$ cat src/rtl/mux_sched_pkg.sv
// Shared definitions for the round-robin mux scheduler: datapath sizes,
// scheduler state encoding and the rotate-priority pick function.
package mux_sched_pkg;

    localparam int DW    = 4;
    localparam int NREQ  = 4;
    localparam int SEL_W = 2;

    typedef enum logic {
        IDLE  = 1'b0,
        GRANT = 1'b1
    } sched_state_t;

    // Winner is the first set request bit found scanning last+1, last+2,
    // last+3, last+4 (mod NREQ); the previous winner therefore has lowest
    // priority. Returns last when no request is set.
    function automatic logic [SEL_W-1:0] rr_pick(
        input logic [NREQ-1:0]  req,
        input logic [SEL_W-1:0] last
    );
        logic [SEL_W-1:0] idx;
        logic [SEL_W-1:0] win;
        logic             found;
        win   = last;
        found = 1'b0;
        for (int k = 1; k <= NREQ; k++) begin
            idx = last + SEL_W'(k);
            if (!found && req[idx]) begin
                win   = idx;
                found = 1'b1;
            end else begin
                found = found;
            end
        end
        return win;
    endfunction

endpackage

$ cat src/rtl/mux_rr_pick.sv
// Combinational rotate-priority encoder: picks the next requester after
// the last granted one.
module mux_rr_pick
    import mux_sched_pkg::*;
(
    input  logic [NREQ-1:0]  req,
    input  logic [SEL_W-1:0] last,
    output logic [SEL_W-1:0] winner
);

    // Rotate-priority selection of the next winner
    always_comb begin
        winner = rr_pick(req, last);
    end

endmodule

$ cat src/rtl/mux_rr_sched.sv
// Round-robin scheduler sharing a 4-input mux between four valid/ready
// requesters. Drives the external mux select and forwards the selected beat
// through a registered valid/ready output stage. A grant is held for at most
// MAX_HOLD beats or until the granted requester drops valid.
// Optional feature: define MUX_RR_SCHED_STATS_EN to add the grant_cnt port
// with per-requester saturating grant counters.
module mux_rr_sched
    import mux_sched_pkg::*;
#(
    parameter int MAX_HOLD = 4
) (
    input  logic                 clk,
    input  logic                 rst,
`ifdef MUX_RR_SCHED_STATS_EN
    output logic [31:0]          grant_cnt,
`endif
    input  logic [NREQ-1:0]      req_valid,
    input  logic [NREQ*DW-1:0]   req_data,
    output logic [NREQ-1:0]      req_ready,
    output logic [SEL_W-1:0]     sel,
    output logic                 out_valid,
    output logic [DW-1:0]        out_data,
    input  logic                 out_ready,
    output logic                 busy
);

    localparam logic [3:0] MAX_HOLD_C = 4'(MAX_HOLD);

    sched_state_t      state_q, state_d;
    logic [SEL_W-1:0]  sel_q, sel_d;
    logic [SEL_W-1:0]  last_grant_q, last_grant_d;
    logic [3:0]        beat_cnt_q, beat_cnt_d;
    logic              out_valid_q, out_valid_d;
    logic [DW-1:0]     out_data_q, out_data_d;

    logic [SEL_W-1:0]  pick_s;
    logic [NREQ-1:0]   req_ready_s;
    logic [DW-1:0]     sel_data_s;
    logic              accept_s;
    logic              any_req_s;

    mux_rr_pick u_pick (
        .req    (req_valid),
        .last   (last_grant_q),
        .winner (pick_s)
    );

    assign any_req_s  = (req_valid != {NREQ{1'b0}});
    assign sel_data_s = req_data[sel_q*DW +: DW];

    // Ready only to the granted requester, and only when the output slot frees up
    always_comb begin
        req_ready_s = {NREQ{1'b0}};
        if (state_q == GRANT) begin
            req_ready_s[sel_q] = !out_valid_q || out_ready;
        end else begin
            req_ready_s = {NREQ{1'b0}};
        end
    end

    assign accept_s = (state_q == GRANT) && req_valid[sel_q] && req_ready_s[sel_q];

    // Grant FSM: arbitrate in IDLE, hold the grant for a bounded burst in GRANT
    always_comb begin
        state_d      = state_q;
        sel_d        = sel_q;
        last_grant_d = last_grant_q;
        beat_cnt_d   = beat_cnt_q;
        case (state_q)
            IDLE: begin
                if (any_req_s) begin
                    sel_d        = pick_s;
                    last_grant_d = pick_s;
                    beat_cnt_d   = 4'd0;
                    state_d      = GRANT;
                end else begin
                    state_d = IDLE;
                end
            end
            GRANT: begin
                if (accept_s) begin
                    beat_cnt_d = beat_cnt_q + 4'd1;
                end else begin
                    beat_cnt_d = beat_cnt_q;
                end
                // A dropped valid releases at once; a full burst releases on its last beat
                if (!req_valid[sel_q]) begin
                    state_d = IDLE;
                end else if (accept_s && ((beat_cnt_q + 4'd1) == MAX_HOLD_C)) begin
                    state_d = IDLE;
                end else begin
                    state_d = GRANT;
                end
            end
            default: begin
                state_d = IDLE;
            end
        endcase
    end

    // Output register: load on accept, empty on downstream take, otherwise hold
    always_comb begin
        out_valid_d = out_valid_q;
        out_data_d  = out_data_q;
        if (accept_s) begin
            out_valid_d = 1'b1;
            out_data_d  = sel_data_s;
        end else if (out_valid_q && out_ready) begin
            out_valid_d = 1'b0;
        end else begin
            out_valid_d = out_valid_q;
        end
    end

    // State and output registers; last_grant resets to 3 so requester 0 wins first
    always_ff @(posedge clk or posedge rst) begin
        if (rst) begin
            state_q      <= IDLE;
            sel_q        <= 2'd0;
            last_grant_q <= 2'd3;
            beat_cnt_q   <= 4'd0;
            out_valid_q  <= 1'b0;
            out_data_q   <= {DW{1'b0}};
        end else begin
            state_q      <= state_d;
            sel_q        <= sel_d;
            last_grant_q <= last_grant_d;
            beat_cnt_q   <= beat_cnt_d;
            out_valid_q  <= out_valid_d;
            out_data_q   <= out_data_d;
        end
    end

`ifdef MUX_RR_SCHED_STATS_EN
    logic [NREQ-1:0][7:0] grant_cnt_q, grant_cnt_d;

    // Count IDLE->GRANT wins per requester, saturating at 255
    always_comb begin
        grant_cnt_d = grant_cnt_q;
        if ((state_q == IDLE) && any_req_s && (grant_cnt_q[pick_s] != 8'hFF)) begin
            grant_cnt_d[pick_s] = grant_cnt_q[pick_s] + 8'd1;
        end else begin
            grant_cnt_d = grant_cnt_q;
        end
    end

    // Grant counter registers
    always_ff @(posedge clk or posedge rst) begin
        if (rst) begin
            grant_cnt_q <= {(NREQ*8){1'b0}};
        end else begin
            grant_cnt_q <= grant_cnt_d;
        end
    end

    assign grant_cnt = grant_cnt_q;
`endif

    assign req_ready = req_ready_s;
    assign sel       = sel_q;
    assign out_valid = out_valid_q;
    assign out_data  = out_data_q;
    assign busy      = (state_q == GRANT);

endmodule

$ cat config.mk
export PLATFORM = sky130hd
export DESIGN_NAME = mux_rr_sched
export DESIGN_NICKNAME = d
export VERILOG_FILES = /design/src/rtl/mux_sched_pkg.sv /design/src/rtl/mux_rr_pick.sv /design/src/rtl/mux_rr_sched.sv
export SDC_FILE = /design/constraint.sdc
export NUM_CORES = 1
export LEC_CHECK = 0
export ABC_CLOCK_PERIOD_IN_PS = 2900
export BUFFER_PORTS_ARGS = -buffer_cell sky130_fd_sc_hd__buf_2
export CORE_UTILIZATION = 49
export DETAILED_ROUTE_END_ITERATION = 12
export GPL_TIMING_DRIVEN = 0
export PLACE_DENSITY = 0.76
export RECOVER_POWER = 25
export SLEW_MARGIN = 20
export SYNTH_ARGS = -nofsm -noshare
export SYNTH_HDL_FRONTEND = slang
export SYNTH_SLANG_ARGS = --single-unit
$ cat constraint.sdc
create_clock -name clk -period 2.9 [get_ports clk]
set_input_delay 0.29 -clock clk [delete_from_list [all_inputs] [get_ports clk]]
set_output_delay 0.29 -clock clk [all_outputs]
set_load 0.02 [all_outputs]
==> After elaboration in Yosys (flattened, before gate mapping) <==
Index checks and enable logic that the tools add are counted.
{ "word_totals": {"ff_bits": 14, "input_bits": 23, "out_inout_bits": 12, "word_cells": 70} }
{ "classes": {"n_addsub": 4, "order_cmp": 6, "eq_ne": 3, "shift": 1, "muxes": 31, "bitwise": 2, "reduce_logical": 17} }
{ "op_table": {"columns": ["operator", "n"], "rows": [
  ["$shiftx A16 B5 Y4", 1],
  ["$lt A2 B3 Y1 const B", 5],
  ["$mux W1", 15],
  ["$bmux W1 S2", 6],
  ["$mux W4", 3],
  ["$logic_and A1 B1 Y1", 8],
  ["$mux W2", 4],
  ["$pmux W4 S2", 1],
  ["$add A2 B2 Y2 const B", 2],
  ["$add A4 B1 Y4 const B", 1],
  ["$and A4 B4 Y4", 1],
  ["$eq A4 B3 Y1 const B", 1],
  ["$logic_not A1 Y1", 4],
  ["$reduce_and A2 Y1", 2],
  ["$reduce_bool A4 Y1", 1],
  ["$add A2 B1 Y2 const B", 1],
  ["$demux W1 S2", 1],
  ["$ge A2 B1 Y1 const B", 1],
  ["$ne A2 B1 Y1 const B", 1],
  ["$ne A2 B2 Y1 const B", 1],
  ["$pmux W1 S2", 1],
  ["$reduce_bool A2 Y1", 1],
  ["$logic_or A1 B1 Y1", 1],
  ["$not A1 Y1", 1]
]} }

==> Logic depth before layout (Yosys ltp) <==
{ "depth": {"ltp_word": 13, "mapped_depth": 6, "ltp_nobuf": 4} }

==> Hierarchy <==
A second synthesis with hierarchy kept.
{ "unflattened": {"cells_unflattened": 72, "hier_area_um2": 857.1} }
{ "by_module_without_submodules": {"columns": ["mod", "n_inst", "cells_per_inst", "area_per_inst_um2", "seq_area_each_um2"], "rows": [
  ["mux_rr_sched", 1, 62, 782.0, 352.8],
  ["mux_rr_pick", 1, 10, 75.1, 0.0]
]} }

==> Worst setup path after synthesis <==
No wires, ideal clock.
{ "synth_timing": {"path_type": "reg2reg", "start": "register sel_q[1] (netlist: sel[1])", "end": "register out_data_q[0] (netlist: out_data[0])", "setup_ps": 125, "arrival_ps": 1655, "required_time_ps": 2775, "slack_ps": 1120, "path_stages_with_launch": 6, "path_buffers": 2, "synth_period_minus_slack_ps": 1780, "cell_sequence": "dfrtp_1 buf_6 mux4_2 nand3_2 buf_6 mux2_2"} }
{ "synth_via": {"elab_chain_len": 9, "elab_cells_between_ends": 14, "classes_between": "order compare: 2; shift: 1; mux: 7; bitwise: 1; reduce/logical: 3"} }
{ "synth_rtl": {"columns": ["item", "line", "rtl"], "rows": [
  ["from (decl)", "mux_rr_sched.sv:30", "logic [SEL_W-1:0] sel_q, sel_d;"],
  ["from (signal assigned)", "mux_rr_sched.sv:126", "sel_q <= sel_d;"],
  ["$lt A2 B3 Y1 (not written as such) or $ge A2 B1 Y1 (tied branches)", "mux_rr_sched.sv:55", "req_ready_s[sel_q] = !out_valid_q || out_ready;"],
  ["$logic_and A1 B1 Y1 (not written as such)", "mux_rr_sched.sv:55", null],
  ["$mux W1 (not written as such)", "mux_rr_sched.sv:55", null],
  ["$demux W1 S2", "mux_rr_sched.sv:55", null],
  ["$and A4 B4 Y4 (no source line)", null, null],
  ["$mux W4", "mux_rr_sched.sv:54", "if (state_q == GRANT) begin"],
  ["$bmux W1 S2", "mux_rr_sched.sv:61", "assign accept_s = (state_q == GRANT) && req_valid[sel_q] && req_ready_s[sel_q];"],
  ["$mux W1 (not written as such)", "mux_rr_sched.sv:61", null],
  ["$logic_and A1 B1 Y1", "mux_rr_sched.sv:61", null],
  ["to (signal assigned)", "mux_rr_sched.sv:123", "out_data_q <= {DW{1'b0}};"],
  ["to (signal assigned)", "mux_rr_sched.sv:130", "out_data_q <= out_data_d;"],
  ["to (decl)", "mux_rr_sched.sv:34", "logic [DW-1:0] out_data_q, out_data_d;"]
]} }
Parallel ways exist; a longest one is shown, timed or not. The select of a mux whose other input is x is not followed.
A chain may end at the register's enable or synchronous reset.

==> Worst setup path in the final report <==
{ "layout_timing": {"start": "register sel_q[1] (netlist: sel[1])", "end": "register out_data_q[2] (netlist: out_data[2])"} }
The elaborated chain is that of the path after synthesis.

==> flow_summary.toml <==
[outcome]
status = "complete, no violations"

[grt]
antenna_found_initial = 0
grt_util_all_layers_pct = 22.5
grt_pass1_wl_um = 3470
first_global_vias = 820
grt_max_degree = 15
grt_remaining_overflow = 0

[floorplan]
start_util_pct = 54.3
fp.dieH_um = 46.7
coreArea_mm2 = 0.00180
ioPinCount = 35
dieWidth_um = 46.7
num_rows = 15
dieArea_mm2 = 0.00218

[synth]
synth_top_area_share_pct = 30.7
synth_area_leaders = "dfrtp_1, mux4_1, dfstp_2"
synth.distinct_cells = 36
synth_cells = 98
synth_fp_nets = 122
yosys_warnings = 0
synth.avg_cell_area_um2 = 9.98
synth_ff_type = "dfrtp_1"
synth_common_cells = "dfrtp_1, nand2_1, nor2_1, o21ai_0, nor3_1"
synth.most_common_cell = "dfrtp_1"
synth-async-reset-ratio_pct = 100
syn_area_um2 = 978
synth_edf_count = 0
ys_seq_area_share_pct = 36.1
synth_largest_area_cell = "dfrtp_1"
ys_ff_latch = 14

[finish]
num-nets-final = 159
syn2layout_area_growth_pct = 21.9
n_antenna_cell = 0
fillers = 163
drive_gt1_share_pct = 40.6

[routing]
vias = 879
routedWlPerCell_um = 13.0
drt_iter0_drc = 15
drc = 0
wl_um = 2060
drtAntennaViolNets = 0
dr.pass1.iters = 4
vias_per_cell = 5.56

[placed_design]
place_ws_ns = 1.15
io_buffer_count = 32
dp_hpwl_um = 1630
gp_congestion = 0.795

[clocking]
clock-sinks = 14
clock_tree.root_cell = "clkbuf_4"
cts_tree = "yes"
cts_buffers = 3
cts_resized = 0
insertion_delay_ns = 0.27
cts.htree.levels = 1
clk_pin_slew_ns = 0.08
cts.path.max_buffers = 2
cts_hold_buf = 0
cts_setup_buffers = 0

[timing]
setup_ws_ns = 1.15
clock_skew_ns = 0.00445
slew_violations = 0
max_clock_freq_mhz = 570
setup_viol = 0
fin_crit_ns = 1.75
fin_tns_setup_ns = 0
relSlewSlack_pct = 64.3
rsz0062_at_grt = "false"
tightest_slew_ns = 0.535
fin_crit_sh_pct = 60.5
finalHoldViolCount = 0

[setup_path]
cp_cell_sequence = "buf_6 -> mux4_2 -> nand3_2 -> buf_6 -> mux2_2"
max_stage_delay_ns = 0.55
worstPathMaxFanout = 10
reg2reg_from = "sel[1]$_DFFE_PP0P_"
path_class = "flip-flop to flip-flop"
path_buf_inv = 2
start_kind = "flip-flop"
setup.worst_path.start = "sel[1]$_DFFE_PP0P_"
cp.required_ns = 3.05
endpoint_kind = "flip-flop"
crit_family = "multiplexers"
crit_path_frequent_cell = "buf_6"
worstPathArrival_ns = 1.91
crit_path_top_delay_cell = "mux4_2"

[worst_hold_path]
hold_path_class = "primary input to asynchronous set/reset pin"

[power_and_ir_drop]
pwr_density_cell_mw_per_mm2 = 945
vdd_drop_max_mv = 0.456
p_leak_uw = 0.000559

[job]
cap_violations = 0
area by class of cell:
type	instances	area [um^2]	share of cell area [%]
Timing Repair Buffer	32	160	13.4
Multi-Input combinational cell	71	547	45.9
Tap cell	25	31.3	2.62
Clock buffer	3	22.5	1.89
Inverter	4	15.0	1.26
Sequential cell	14	353	29.6
Buffer	9	63.8	5.35
path summary, 6_finish.rpt:
check                                              end  slack, ns  cells past startpoint
setup reg to reg               out_data[2]$_DFFE_PP0P_       1.15                      5
setup / recovery               out_data[2]$_DFFE_PP0P_       1.15                      5
max in group asynchronous  last_grant_q[1]$_DFFE_PP1P_       2.48                      2
hold reg to reg                out_data[0]$_DFFE_PP0P_       0.50                      1
min in group clk                 out_valid$_DFFE_PP0P_       0.33                      3
hold / removal               beat_cnt_q[3]$_DFFE_PP0P_       0.05                      2
state kept, by name, summed over array words and instances (netlist names):
register	flops
beat_cnt_q	4
out_valid	1
out_data	4
last_grant_q	2
sel	2
busy	1
kinds of logic after synthesis:
family | share of synthesized area (%)
and+or+nand+nor | 20.7
AOI/OAI and AO/OA | 16.2
DFF | 36.1
buffers and inverters | 8.05
muxes | 17.6
adders and majority gates | 1.28
power by group:
| part | switching, uW | internal [uW] | leakage, uW |
|---|---|---|---|
| logic | 364 | 298 | 0.000376 |
| clock network | 54.7 | 48.0 | 0.0000138 |
| registers | 68.0 | 294 | 0.000169 |
metrics by stage:
step                      cells  total power, uW  cell area (um^2)  utilization (%)  hold slack, ns
after detailed placement    155             1030              1170             64.9           0.358
after floorplan              98              861               978                -           0.178
after global placement      155             1010              1170             64.9           0.344
after CTS                   158             1140              1190             66.2          0.0606
after global routing        158             1230              1190             66.2          0.0920
final                       158             1130              1190             66.2          0.0478
layout by cell type (no fill, tap or decap), types with 2 or more instances in the layout:
cell and count:
a21oi_1 2, a31oi_1 2, buf_2 35, buf_4 3
buf_6 2, clkbuf_4 3, dfrtp_1 12, dfstp_2 2
inv_1 4, mux2_2 4, mux4_1 4, nand2_1 8
nand3_1 4, nor2_1 7, nor2b_1 3, nor3_1 6
nor3b_1 2, o211ai_1 2, o21ai_0 7, o31ai_1 4
routing by layer:
layer | wire length, um | GRT usage [%] | part of all wire (%) | vias up
li1 | - | - | - | 439
met1 | 883 | 26.2 | 43 | 418
met2 | 1080 | 40.3 | 52 | 16
met3 | 46 | 1.96 | 2.2 | 6
met4 | 49 | 12.0 | 2.4 | 0
met5 | 0 | 0 | 0 | -
Power figures use the tool's default switching activity.
